==> config.mk <==
export PLATFORM = sky130hd
export DESIGN_NAME = hazard_scoreboard
export DESIGN_NICKNAME = d
export VERILOG_FILES = /design/src/rtl/hazard_scoreboard.sv
export SDC_FILE = /design/constraint.sdc
export NUM_CORES = 1
export LEC_CHECK = 0
export BUFFER_PORTS_ARGS = -buffer_cell sky130_fd_sc_hd__buf_4
export CAP_MARGIN = 20
export CORE_MARGIN = 2
export CORE_UTILIZATION = 50
export CTS_CLUSTER_DIAMETER = 50
export DETAILED_ROUTE_END_ITERATION = 10
export PLACE_DENSITY = 0.7
export SETUP_SLACK_MARGIN = 0.4
export SYNTH_ARGS = -nofsm -noshare
export SYNTH_HDL_FRONTEND = slang
export SYNTH_SLANG_ARGS = --single-unit
export TNS_END_PERCENT = 100
==> constraint.sdc <==
create_clock -name clk -period 6.6 [get_ports clk]
set_input_delay 0.66 -clock clk [delete_from_list [all_inputs] [get_ports clk]]
set_output_delay 0.66 -clock clk [all_outputs]
set_load 0.005 [all_outputs]
==> src/rtl/hazard_scoreboard.sv <==
// ID/EX interlock: per-register countdown of in-flight multi-cycle producers,
// stalling ID on RAW against any pending source or WAW against a slower older write.
module hazard_scoreboard #(
  parameter int NREGS   = 32,
  parameter int IDX_W   = 5,
  parameter int NSRC    = 2,
  parameter int MAX_LAT = 3,
  parameter int LAT_W   = 2,
  parameter int CNT_W   = 16
) (
  input  logic                    clk,
  input  logic                    reset,
  input  logic                    id_valid,
  input  logic [NSRC*IDX_W-1:0]   id_rs_idx,
  input  logic [NSRC-1:0]         id_rs_used,
  input  logic [IDX_W-1:0]        id_rd_idx,
  input  logic                    id_rd_we,
  input  logic [LAT_W-1:0]        id_lat,
  input  logic                    pipe_freeze,
  input  logic                    flush,
  output logic                    HZ_U_stall,
  output logic [NSRC-1:0]         stall_src,
  output logic                    stall_waw,
  output logic [NREGS-1:0]        pending,
  output logic [CNT_W-1:0]        stall_cycles
);

  localparam logic [LAT_W:0] MAX_LAT_E = (LAT_W+1)'(MAX_LAT);

  logic [LAT_W-1:0] cnt [NREGS];
  logic [LAT_W:0]   lat_ext;
  logic [LAT_W-1:0] lat_c;
  logic [NSRC-1:0]  raw;
  logic             waw;
  logic             gate;
  logic             issue;
  logic             issue_wr;

  assign lat_ext = {1'b0, id_lat};
  assign lat_c   = (lat_ext > MAX_LAT_E) ? MAX_LAT_E[LAT_W-1:0] : id_lat;

  always_comb begin
    raw = '0;
    for (int k = 0; k < NSRC; k++) begin
      raw[k] = id_valid && id_rs_used[k] &&
               (id_rs_idx[k*IDX_W +: IDX_W] != '0) &&
               (cnt[id_rs_idx[k*IDX_W +: IDX_W]] != '0);
    end
  end

  // WAW only if the older write would land after this one
  assign waw = id_valid && id_rd_we && (id_rd_idx != '0) && (cnt[id_rd_idx] > lat_c);

  assign gate       = !flush && reset;
  assign HZ_U_stall = ((|raw) || waw) && gate;
  assign stall_src  = raw & {NSRC{gate}};
  assign stall_waw  = waw && gate;

  assign issue    = id_valid && !HZ_U_stall && !flush && !pipe_freeze;
  assign issue_wr = issue && id_rd_we && (id_rd_idx != '0) && (lat_c != '0);

  always_ff @(posedge clk) begin
    if (!reset) begin
      for (int r = 0; r < NREGS; r++) cnt[r] <= '0;
      stall_cycles <= '0;
    end else if (!pipe_freeze) begin
      for (int r = 1; r < NREGS; r++) begin
        if (issue_wr && (id_rd_idx == IDX_W'(r)))
          cnt[r] <= lat_c;
        else if (cnt[r] != '0)
          cnt[r] <= cnt[r] - LAT_W'(1);
      end
      if (HZ_U_stall && (stall_cycles != '1))
        stall_cycles <= stall_cycles + CNT_W'(1);
    end
  end

  always_comb begin
    pending = '0;
    for (int r = 1; r < NREGS; r++) pending[r] = (cnt[r] != '0);
  end

endmodule

==> summary.txt <==
Clocking
  • Htree depth: 3
  • CTS clk-pin slew, worst paths: 60 ps
  • # resized after CTS: 0
  • Root buf cell: clkbuf_16
  • CTS tree: built
  • Clock Latency Late Sink: 350 ps
  • Clock sink count: 78
  • Post-CTS setup buffer count: 0
  • Cts bufs inserted: 9
  • Bufs on Longest Clock Path: 2
  • CTS Hold Buffers Added: 0

Power and ir drop
  • Pwr/cell area: 210 mW/mm^2
  • Peak supply drop: 121 uV
  • P_sw: 0.000507 W
  • Clock share of power: 31.1%
  • Int Power: 0.00111 W
  • Combinational share of power: 28.9%
  • Leak pwr: 3.22 nW
  • Switching Share: 31.4%
  • Sequential power share: 40.0%

Setup path
  • R2r startpoint: cnt[30][1]
  • Cells on worst reg2reg path: 13
  • Critical setup path kind: primary input to flip-flop
  • Internal reg-to-reg setup slack: 1900 ps
  • Crit-path max FO: 61
  • CP Cell Sequence: buf_4 -> mux4_2 -> mux4_2 -> nor2_1 -> nor2_1 -> ha_1 -> nor2b_1 -> o211ai_1 -> nor4b_2 -> buf_4 -> o311a_1 -> and4_2 -> a21oi_1 -> o21ai_0
  • CP required: 6620 ps
  • Worst EP arrival: 5000 ps
  • Slowest stage delay, CP: 970 ps
  • Slowest CP cell: and4_2
  • Worst reg2reg path endpoint: cnt[2][0]
  • Crit path launch type: primary input
  • Crit end category: flip-flop

Logic synthesis
  • Combinational family with the most area after synthesis: compound AO/OA/AOI/OAI gates
  • Cells after synthesis: 782
  • Synth Area in Compound Gates: 18.6%
  • Top-area cell type share of the netlist area: 27.2%
  • Simple-gate portion of the synthesized area: 18.3%
  • Dominant synthesized flop cell: edfxtp_1
  • Syn_nets: 841
  • Area contributors post-synth: edfxtp_1 (27%), mux4_2 (8.2%), mux2i_1 (6.6%), ha_1 (6.2%), inv_1 (5.8%)
  • EDFF count, synth: 62
  • Xor-xnor portion of the synthesized cell area: 0%
  • Synth Register Bits: 78
  • Count of cell types in the netlist: 64
  • Register area share after synthesis: 31.9%
  • Syn. warnings: 0
  • Post-synthesis mux area share: 15.1%
  • Yosys top cell by area: edfxtp_1
  • Post-synthesis average cell area: 8.76 um^2
  • Post-Synth Adder-Cell Area: 6.21%
  • Asr flop ratio synth: 0%
  • Post-synthesis cell area: 0.00685 mm^2

Route
  • DRT Pass-1 Iters: 6
  • WL met2: 9560 um
  • WL met3: 2230 um
  • Drt drc: 0
  • Iter 0 DRT Violations: 920
  • Met1 WL: 8060 um
  • Max layer used: met4
  • Antenna Nets Post-Route: 0
  • DR vias: 6,422
  • Vias/cell: 6.45
  • Drt total wl: 20,700 um
  • WL per Instance: 20.8 um

STA
  • Final Hold Vio Count: 0
  • Rel. slew slack: 27.1%
  • Worst setup slack after layout: 1630 ps
  • # setup viols final: 0
  • Worst Skew: 6.17 ps
  • F_max: 0.201 GHz
  • Final period util: 75.4%
  • Min Tclk post-route: 4970 ps
  • Slew Viols, Final: 0
  • Slew @ Worst Pin: 1090 ps
  • Unrepaired setup endpoints after global routing: no
  • Setup TNS: 0 ps

Global routing
  • Vias in the first global route: 6,249
  • Largest net degree at the start of global routing: 90
  • Antenna violations before repair: 0
  • Total gr overflow: 0
  • All-layer global routing usage: 28.8%
  • Wire length of the first global-routing pass: 32,500 um

Finish
  • Layout Nets: 873
  • Commonest non-fill, non-tap cell in the layout: inv_1
  • Share of layout cells above drive strength 1: 17.0%
  • # diodes: 0
  • Most frequent cells in the layout: inv_1 (106), buf_4 (80), a21oi_1 (62), edfxtp_1 (62), nor2_1 (54)
  • Layout Utilization: 57.9%
  • Syn-to-layout area delta: 12.4%

Placement
  • Pre-CTS WS: 1340 ps
  • Gp weighted congestion: 0.957
  • I/O Buffers: 75
  • Final HPWL DP: 14,800 um

Floorplanning
  • Number of I/O pins: 77
  • # rows: 42
  • Die ar.: 0.0147 mm^2
  • Starting Density: 51.5%
  • Die width: 121 um
  • CORE AREA: 0.0133 mm^2
  • Die height: 121 um

Run
  • Max-cap viol count: 0

Min path
  • Hold Crit Class: flip-flop to flip-flop
  • Hold Startpoint: stall_cycles[5]
  • Hold Path Sink: stall_cycles[5]
  • Hold Path Depth: 2

Run status
  • Status: complete, no violations
==> cells in the mapped netlist, types with 3 or more instances <==
master    number
o31ai_1        5
and2_1         4
nor2b_1        4
a211oi_1       4
o311ai_0       3
clkbuf_1      35
o21ai_1       18
o221ai_1       9
or4_1          4
mux2i_1       45
nor3b_1        4
buf_2          9
nor3_1        12
or2_2          3
nor4_1         3
a211o_1       31
o21ai_0       24
edfxtp_1      62
nand3_1       48
a21oi_1       62
buf_1          6
inv_1        106
o311a_1        3
or3_1          4
and4_1         3
buf_4          8
or2_1          4
dfxtp_1       16
nand4_1        9
o211ai_1       3
mux4_2        25
nand2_1       50
nand2b_1      27
and3_1         3
ha_1          34
o221ai_2       3
nor2_1        54
==> final cells by class <==
| class | count | area [um^2] |
|---|---|---|
| repair buffers | 80 | 601 |
| fillers | 1230 | 5600 |
| inverters | 108 | 405 |
| flip-flops and latches | 78 | 2180 |
| clock buffers | 14 | 285 |
| multi-input cells | 537 | 3990 |
| clock inverters | 2 | 11.3 |
| well taps | 176 | 220 |
==> kinds of logic (layout without fill, tap and decap cells) <==
| group | after synthesis | in the layout |
|---|---|---|
| buffers and inverters | 167 | 204 |
| AND/OR/NAND/NOR | 244 | 244 |
| flip-flops | 78 | 78 |
| AO/OA/AOI/OAI | 186 | 186 |
| adder cells (fa/ha/maj) | 34 | 34 |
| multiplexers | 72 | 72 |
| other | 1 | 1 |
==> state kept, by name, indices dropped and copies added (netlist names) <==
register and flops:
stall_cycles 16, cnt 62
==> through the flow <==
step                      cell area (um^2)  power (W)  instances  hold WS [ps]
final                                 7700    0.00162        995           478
after floorplan                       6850   0.000953        782           464
after global placement                7390    0.00109        978           459
after CTS                             7690    0.00162        994           481
after global routing                  7700    0.00169        995           508
after detailed placement              7390    0.00111        978           470
==> worst max-delay path, delay by kind of cell <==
kind,cells,cell delay (ps)
adder cells (fa/ha/maj),1,290
buffers and inverters,2,570
multiplexers,2,1070
AND/OR/NAND/NOR,5,1500
AO/OA/AOI/OAI,4,850
==> metal layers <==
| metal | up-vias | global-route usage, % |
|---|---|---|
| met5 | - | 0 |
| met4 | 0 | 13.4 |
| met3 | 70 | 7.61 |
| met2 | 393 | 45.6 |
| met1 | 3044 | 36.7 |
| li1 | 2915 | - |
==> worst max path at each step <==
stage | start | endpoint | slack [ps] | cells after the start
after floorplan | id_rd_idx[0] | cnt[9][0] | 2120 | 16
after global placement | id_rd_idx[0] | cnt[3][0] | 1590 | 15
after detailed placement | id_rd_idx[0] | cnt[9][1] | 1340 | 14
after CTS | id_rd_idx[0] | cnt[9][1] | 1680 | 14
after global routing | id_rd_idx[0] | cnt[13][1] | 1300 | 14
final | id_rd_idx[0] | cnt[2][0] | 1630 | 14
==> power by group through the flow <==
stage | logic, W | registers (W) | clock network [W]
2_1_floorplan | 0.000325 | 0.000628 | 0
3_3_place_gp | 0.000437 | 0.000653 | 0
3_5_place_dp | 0.000459 | 0.000653 | 0
4_1_cts | 0.000463 | 0.000643 | 0.000511
5_1_grt | 0.000513 | 0.000649 | 0.000531
6_report | 0.000467 | 0.000646 | 0.000502
(Power assumes the default switching activity.)
